==> src/rtl/sha256_pkg.sv <==
// Shared SHA-256 state definitions: word width, words per hash state, word type.
package sha256_pkg;
   localparam int WORD_W    = 32;
   localparam int NUM_WORDS = 8;

   typedef logic [WORD_W-1:0] word_t;
endpackage

==> src/rtl/memory_switch_word.sv <==
// One state word: 2:1 bank mux feeding a register with asynchronous clear.
module memory_switch_word #(
   parameter int WIDTH = 32
) (
   input  logic             clk,
   input  logic             rst,
   input  logic             sel,
   input  logic [WIDTH-1:0] d_1,
   input  logic [WIDTH-1:0] d_2,
   output logic [WIDTH-1:0] q
);

   always_ff @(posedge clk or posedge rst) begin
      if (rst) q <= '0;
      else     q <= sel ? d_2 : d_1;
   end

endmodule

==> src/rtl/memory_switch.sv <==
// Registered 2:1 selector between two A..H hash-state banks; all eight words
// share one select so the working state always comes from a single bank.
module memory_switch
   import sha256_pkg::*;
#(
   parameter int WIDTH = WORD_W
) (
   input  logic             clk,
   input  logic             rst,
   input  logic             addr,
   input  logic [WIDTH-1:0] in_A_1,
   input  logic [WIDTH-1:0] in_B_1,
   input  logic [WIDTH-1:0] in_C_1,
   input  logic [WIDTH-1:0] in_D_1,
   input  logic [WIDTH-1:0] in_E_1,
   input  logic [WIDTH-1:0] in_F_1,
   input  logic [WIDTH-1:0] in_G_1,
   input  logic [WIDTH-1:0] in_H_1,
   input  logic [WIDTH-1:0] in_A_2,
   input  logic [WIDTH-1:0] in_B_2,
   input  logic [WIDTH-1:0] in_C_2,
   input  logic [WIDTH-1:0] in_D_2,
   input  logic [WIDTH-1:0] in_E_2,
   input  logic [WIDTH-1:0] in_F_2,
   input  logic [WIDTH-1:0] in_G_2,
   input  logic [WIDTH-1:0] in_H_2,
   output logic [WIDTH-1:0] out_A,
   output logic [WIDTH-1:0] out_B,
   output logic [WIDTH-1:0] out_C,
   output logic [WIDTH-1:0] out_D,
   output logic [WIDTH-1:0] out_E,
   output logic [WIDTH-1:0] out_F,
   output logic [WIDTH-1:0] out_G,
   output logic [WIDTH-1:0] out_H
);

   // index 0 = word A ... index 7 = word H
   logic [NUM_WORDS-1:0][WIDTH-1:0] bank_1, bank_2, word_q;

   assign bank_1 = {in_H_1, in_G_1, in_F_1, in_E_1, in_D_1, in_C_1, in_B_1, in_A_1};
   assign bank_2 = {in_H_2, in_G_2, in_F_2, in_E_2, in_D_2, in_C_2, in_B_2, in_A_2};

   for (genvar w = 0; w < NUM_WORDS; w++) begin : g_word
      memory_switch_word #(.WIDTH(WIDTH)) u_word (
         .clk (clk),
         .rst (rst),
         .sel (addr),
         .d_1 (bank_1[w]),
         .d_2 (bank_2[w]),
         .q   (word_q[w])
      );
   end

   assign out_A = word_q[0];
   assign out_B = word_q[1];
   assign out_C = word_q[2];
   assign out_D = word_q[3];
   assign out_E = word_q[4];
   assign out_F = word_q[5];
   assign out_G = word_q[6];
   assign out_H = word_q[7];

endmodule

==> config.mk <==
export PLATFORM = sky130hd
export DESIGN_NAME = memory_switch
export DESIGN_NICKNAME = d
export VERILOG_FILES = /design/src/rtl/sha256_pkg.sv /design/src/rtl/memory_switch_word.sv /design/src/rtl/memory_switch.sv
export SDC_FILE = /design/constraint.sdc
export NUM_CORES = 1
export LEC_CHECK = 0
export BUFFER_PORTS_ARGS = -buffer_cell sky130_fd_sc_hd__buf_4
export CAP_MARGIN = 20
export CORE_AREA = 3 3 300 302
export CTS_BUF_LIST = sky130_fd_sc_hd__clkbuf_4 sky130_fd_sc_hd__clkbuf_8
export CTS_CLUSTER_SIZE = 30
export DETAILED_ROUTE_END_ITERATION = 12
export DIE_AREA = 0 0 303 305
export PLACE_DENSITY_LB_ADDON = 0.1
export SYNTH_ARGS = -nofsm -noshare
export SYNTH_HDL_FRONTEND = slang
export SYNTH_HIERARCHICAL = 1
export SYNTH_SLANG_ARGS = --single-unit
==> constraint.sdc <==
create_clock -name clk -period 0.8 [get_ports clk]
set_input_delay 0.04 -clock clk [delete_from_list [all_inputs] [get_ports clk]]
set_output_delay 0.04 -clock clk [all_outputs]
set_load 0.1 [all_outputs]
==> results.json, run 1 <==
{
  "path_max_fanout": 1,
  "drt_iter0_drc": 246,
  "status": "finished, violations left",
  "worstHoldPathType": "in2reg",
  "maxCapViolations": 0,
  "pwr-share-comb_pct": 36.9,
  "grt_pass1_wl_um": 73700,
  "internal_power_mw": 31.0,
  "fin_worst_hold_slack_ns": 0.000421,
  "grt-ovfl-total": 0,
  "critPathBufInv": 1,
  "yosysSeqAreaShare_pct": 59.4,
  "critPathLaunchType": "flip-flop",
  "vias": 9987,
  "placed_cell_area_um2": 18300,
  "cts_max_level": 2,
  "p_total_mw": 48.3,
  "worst_pin_slew_ns": 0.654,
  "fin_area_um2": 26800,
  "drv_slew": 0,
  "critPathRequiredTime_ns": 0.76,
  "core-area_um2": 88000,
  "setup_viol": 278,
  "clockBufferDepth": 3,
  "reg_top3": "g_word.u_word/q (256)",
  "synth-adder-area-share_pct": 0,
  "io_pins": 771,
  "slew-limit-headroom_pct": 56.3,
  "largest-register": "g_word.u_word/q",
  "violations": "negative setup slack",
  "numCtsBuffers": 55,
  "grt_usage_pct": 10.6,
  "routed_wl_um": 51300,
  "die-area_um2": 92400,
  "yosys.area_share.simple_pct": 0,
  "nets": 2421,
  "syn_nets": 1067,
  "cts_tree": "done",
  "grt_max_degree": 33,
  "die_h_um": 305,
  "power_density_nw_per_um2": 1800,
  "seqPwrFrac_pct": 30.7,
  "fp-row-count": 109,
  "syn-cell-area_um2": 10800,
  "synthMuxAreaShare_pct": 35.1,
  "leakagePower_nw": 12.3,
  "clkPwrFrac_pct": 32.4,
  "fin_crit_sh_pct": 167,
  "power.switching_mw": 17.3,
  "power.share.switching_pct": 35.7,
  "antenna_found_initial": 7,
  "drc": 0,
  "numClockSinks": 256,
  "place_hpwl_um": 38500,
  "crit_type": "reg2out",
  "first_pass_iters": 4,
  "synth_compound_area_share_pct": 0,
  "synth_cell_types": 6,
  "first_global_vias": 11800,
  "holdPathEnd": "g_word[1].u_word/q[12]",
  "syn_inst": 552,
  "avgViaCountPerCell": 3.20,
  "ctsRootBufferMaster": "clkbuf_8",
  "fp.dieW_um": 303,
  "clk_pin_slew_ns": 0.06,
  "io_buffers": 770,
  "avgSynthCellArea_um2": 19.5,
  "routedWlPerCell_um": 16.4,
  "setup_ws_ns": -0.535,
  "crit_path_max_incr_delay_ns": 0.48,
  "synth_top_family_by_area": "multiplexers",
  "area_growth_pct": 148,
  "hold_viol": 0,
  "ys_warn_count": 6,
  "hold_depth": 3,
  "min_from": "addr",
  "worst_path_max_delay_cell": "dfrtp_2",
  "min_period_ns": 1.34,
  "synthXorXnorAreaFrac_pct": 0,
  "critPathTopFamily": "flip-flops",
  "largest_reg_flops": 256,
  "ys_ff_latch": 256,
  "clock.fmax_mhz": 749,
  "vdd_drop_max_v": 0.000976,
  "ant_nets": 0,
  "grt_setup_unrepaired": "true",
  "crit_arrival_ns": 1.30,
  "initial_core_util_pct": 12.3,
  "cp-end-kind": "primary output",
  "cp_cell_sequence": "buf_12",
  "gp_congestion": 0.710,
  "drive_above_1_share_pct": 73.0
}
stage by stage:
step / worst slack, ns / utilization (%) / cells / TNS, ns
2_1_floorplan: 0.00881 / - / 552 / 0
3_3_place_gp: -0.256 / 20.9 / 2495 / -44.74
3_5_place_dp: -0.278 / 20.9 / 2495 / -47.46
4_1_cts: -0.662 / 30.0 / 3110 / -144.88
5_1_grt: -0.636 / 30.4 / 3119 / -141.11
6_report: -0.535 / 30.4 / 3119 / -116.13
worst min-delay path: cells and delay by family:
kind,cells,cell delay (ns)
buf+inv,2,0.32
mux,1,0.22
cell usage in the layout, fill, tap and decap left out:
master / netlist / final
buf_4: 0 / 533
dlygate4sd3_1: 0 / 519
dfrtp_2: 0 / 256
mux2_4: 240 / 240
buf_8: 0 / 179
clkbuf_8: 0 / 74
buf_12: 24 / 64
buf_6: 8 / 34
mux2_2: 16 / 16
clkbuf_4: 0 / 15
clkinv_2: 0 / 8
inv_1: 8 / 7
diode_2: 0 / 6
clkinvlp_4: 0 / 1
bufinv_16: 0 / 1
inv_2: 0 / 1
how the worst max path moves through the flow:
stage,from,endpoint,slack [ns],cells past startpoint
finish,g_word[3].u_word/q[8],out_D[8],-0.54,1
global placement,addr,g_word[0].u_word/q[31],-0.26,4
CTS,g_word[3].u_word/q[8],out_D[8],-0.66,1
detailed placement,addr,g_word[0].u_word/q[29],-0.28,4
global route,g_word[3].u_word/q[8],out_D[8],-0.64,1
floorplan,rst,g_word[0].u_word/q[0],0.009,1
layer usage:
layer	track usage (%)	share of wire [%]
met1	10.5	33
met2	19.7	54
met3	3.93	9.6
met4	4.35	3.6
met5	0	0.025
power groups by stage:
stage          Combinational (mW)  Clock (mW)  Sequential (mW)
2_1_floorplan                2.41           0             22.0
3_3_place_gp                 14.3           0             14.7
3_5_place_dp                 14.3           0             14.6
4_1_cts                      17.8        16.7             14.8
5_1_grt                      18.5        17.2             14.9
6_report                     17.8        15.7             14.8
cells by family (layout without fill, tap and decap cells):
logic type,count (synthesis),after routing
other,0,6
muxes,256,256
DFF,256,256
buffers and inverters,40,1436
synth_stat cells:
master     n  area share (%)
mux2_4   240              33
buf_6      8            0.83
buf_12    24             4.5
inv_1      8            0.28
dfrtp_1  256              59
mux2_2    16             1.7
final cells by class:
class                   count  area, um^2
fillers                  8877       61200
repair buffers           1329       13500
flip-flops and latches    256        6730
multi-input cells         256        3780
well taps                1165        1460
clock buffers              89        1130
clock inverters            10        77.6
inverters                   8        30.0
diodes                      6        15.0
what timing repair did:
item                       in CTS  in global routing
gates cloned                    0                  0
setup endpoints to repair     256                276
hold buffers                  516                  5
setup buffers                   0                  0
resized for setup             450                 69
hold endpoints to repair      512                 41
Power figures use the tool's default switching activity.
==> inputs of run 2 (changes only) <==
--- a/config.mk
+++ b/config.mk
@@ -12,6 +12,7 @@
 export CTS_CLUSTER_SIZE = 30
 export DETAILED_ROUTE_END_ITERATION = 12
 export DIE_AREA = 0 0 303 305
+export MAX_ROUTING_LAYER = met4
 export PLACE_DENSITY_LB_ADDON = 0.1
 export SYNTH_ARGS = -nofsm -noshare
 export SYNTH_HDL_FRONTEND = slang
==> results.json, run 2 (same netlist as run 1, synthesis figures left out) <==
{
  "status": "finished, violations left",
  "violations": "negative setup slack",
  "avgViaCountPerCell": 3.20,
  "path_max_fanout": 1,
  "hold_depth": 3,
  "routed_wl_um": 51200,
  "cp-end-kind": "primary output",
  "largest_reg_flops": 256,
  "crit_path_max_incr_delay_ns": 0.48,
  "io_pins": 771,
  "final_common_cell": "buf_4",
  "fin_cells": 3120,
  "antenna_found_initial": 7,
  "clk_pin_slew_ns": 0.06,
  "worst_path_max_delay_cell": "dfrtp_2",
  "fin_area_um2": 26800,
  "drive_above_1_share_pct": 73.0,
  "leakagePower_nw": 12.3,
  "grt.busiest_layer": "met2",
  "cts_tree": "done",
  "ctsRootBufferMaster": "clkbuf_8",
  "pre_cts_ws_ns": -0.278,
  "hold_viol": 0,
  "critPathRequiredTime_ns": 0.76,
  "fin_crit_sh_pct": 167,
  "area_growth_pct": 148,
  "initial_core_util_pct": 12.3,
  "clock.fmax_mhz": 750,
  "critPathBufInv": 1,
  "maxCapViolations": 0,
  "drv_slew": 0,
  "first_global_vias": 11800,
  "grt_usage_pct": 10.9,
  "setup_viol": 278,
  "fp-row-count": 109,
  "power_density_nw_per_um2": 1800,
  "critPathLaunchType": "flip-flop",
  "core-area_um2": 88000,
  "grt_pass1_wl_um": 73500,
  "placed_cells": 2495,
  "cts_max_level": 2,
  "grt_setup_unrepaired": "true",
  "clockBufferDepth": 3,
  "worstHoldPathType": "in2reg",
  "grt-ovfl-total": 0,
  "critPathTopFamily": "flip-flops",
  "numClockSinks": 256,
  "numCtsBuffers": 55,
  "io_buffers": 770,
  "place_hpwl_um": 38500,
  "routedWlPerCell_um": 16.4,
  "path_depth": 1,
  "p_total_mw": 48.3,
  "nets": 2421,
  "slew-limit-headroom_pct": 56.3,
  "fp.dieW_um": 303,
  "die_h_um": 305,
  "crit_type": "reg2out",
  "drc": 0,
  "placed_cell_area_um2": 18300,
  "setup_ws_ns": -0.533,
  "drt_iter0_drc": 243,
  "largest-register": "g_word.u_word/q",
  "vdd_drop_max_v": 0.000971,
  "endpoint": "out_D[8]",
  "fin_util_pct": 30.4,
  "first_pass_iters": 3,
  "final_cell_mix": "buf_4, dlygate4sd3_1, dfrtp_2, mux2_4, buf_8",
  "vias": 9983,
  "met3_usage_pct": 3.69,
  "grt_max_degree": 33,
  "tns_ns": -116.15,
  "fill_cells": 8878,
  "die-area_um2": 92400,
  "grt_use_met2_pct": 19.6,
  "fin_worst_hold_slack_ns": 0.00281,
  "min_from": "addr",
  "min_period_ns": 1.33,
  "cp_cell_sequence": "buf_12",
  "worst_pin_slew_ns": 0.653,
  "reg_top3": "g_word.u_word/q (256)",
  "ant_nets": 0,
  "crit_arrival_ns": 1.29,
  "setup.worst_path.start": "g_word[3].u_word/q[8]",
  "gr-usage-met1_pct": 10.7,
  "gp_congestion": 0.718
}
run 2: cell count changes in the layout (fill, tap and decap cells not counted), sizes merged:
| cell | delta |
|---|---|
| diode | +1 |
run 2: layout make-up:
class | instances | area [um^2] | share of cell area, %
Tap cell | 1165 | 1460 | 5.45
Clock buffer | 89 | 1130 | 4.23
Clock inverter | 10 | 77.6 | 0.290
Timing Repair Buffer | 1329 | 13500 | 50.6
Antenna cell | 7 | 17.5 | 0.0654
Multi-Input combinational cell | 256 | 3780 | 14.1
Inverter | 8 | 30.0 | 0.112
Sequential cell | 256 | 6730 | 25.1
run 2: report_power, final:
group	leakage, nW	total (mW)	switching (mW)	internal [mW]
clock network	0.647	15.6	6.45	9.19
logic	8.94	17.8	10.1	7.71
registers	2.73	14.8	0.687	14.1
run 2: layer usage:
metal  up-vias  wire length, um
met3       102             4560
met2       452            27400
met5         -                0
met1      4791            17400
li1       4638                -
met4         0             1810
run 2: how the worst min path moves through the flow:
stage                        endpoint  slack, ns
3_3_place_gp   g_word[3].u_word/q[20]       0.26
2_1_floorplan   g_word[0].u_word/q[0]       0.15
5_1_grt        g_word[1].u_word/q[26]      -0.07
4_1_cts        g_word[1].u_word/q[11]      -0.19
3_5_place_dp   g_word[3].u_word/q[20]       0.25
6_report       g_word[1].u_word/q[12]      0.003
run 2: timing repair:
| action | in CTS | in global routing |
|---|---|---|
| resized for setup | 450 | 68 |
| hold buffers | 516 | 5 |
| endpoints found under the hold margin | 512 | 41 |
| buffers inserted | 0 | 0 |
| pin swaps | 0 | 0 |
| cloned | 0 | 0 |
| endpoints found under the setup margin | 256 | 276 |
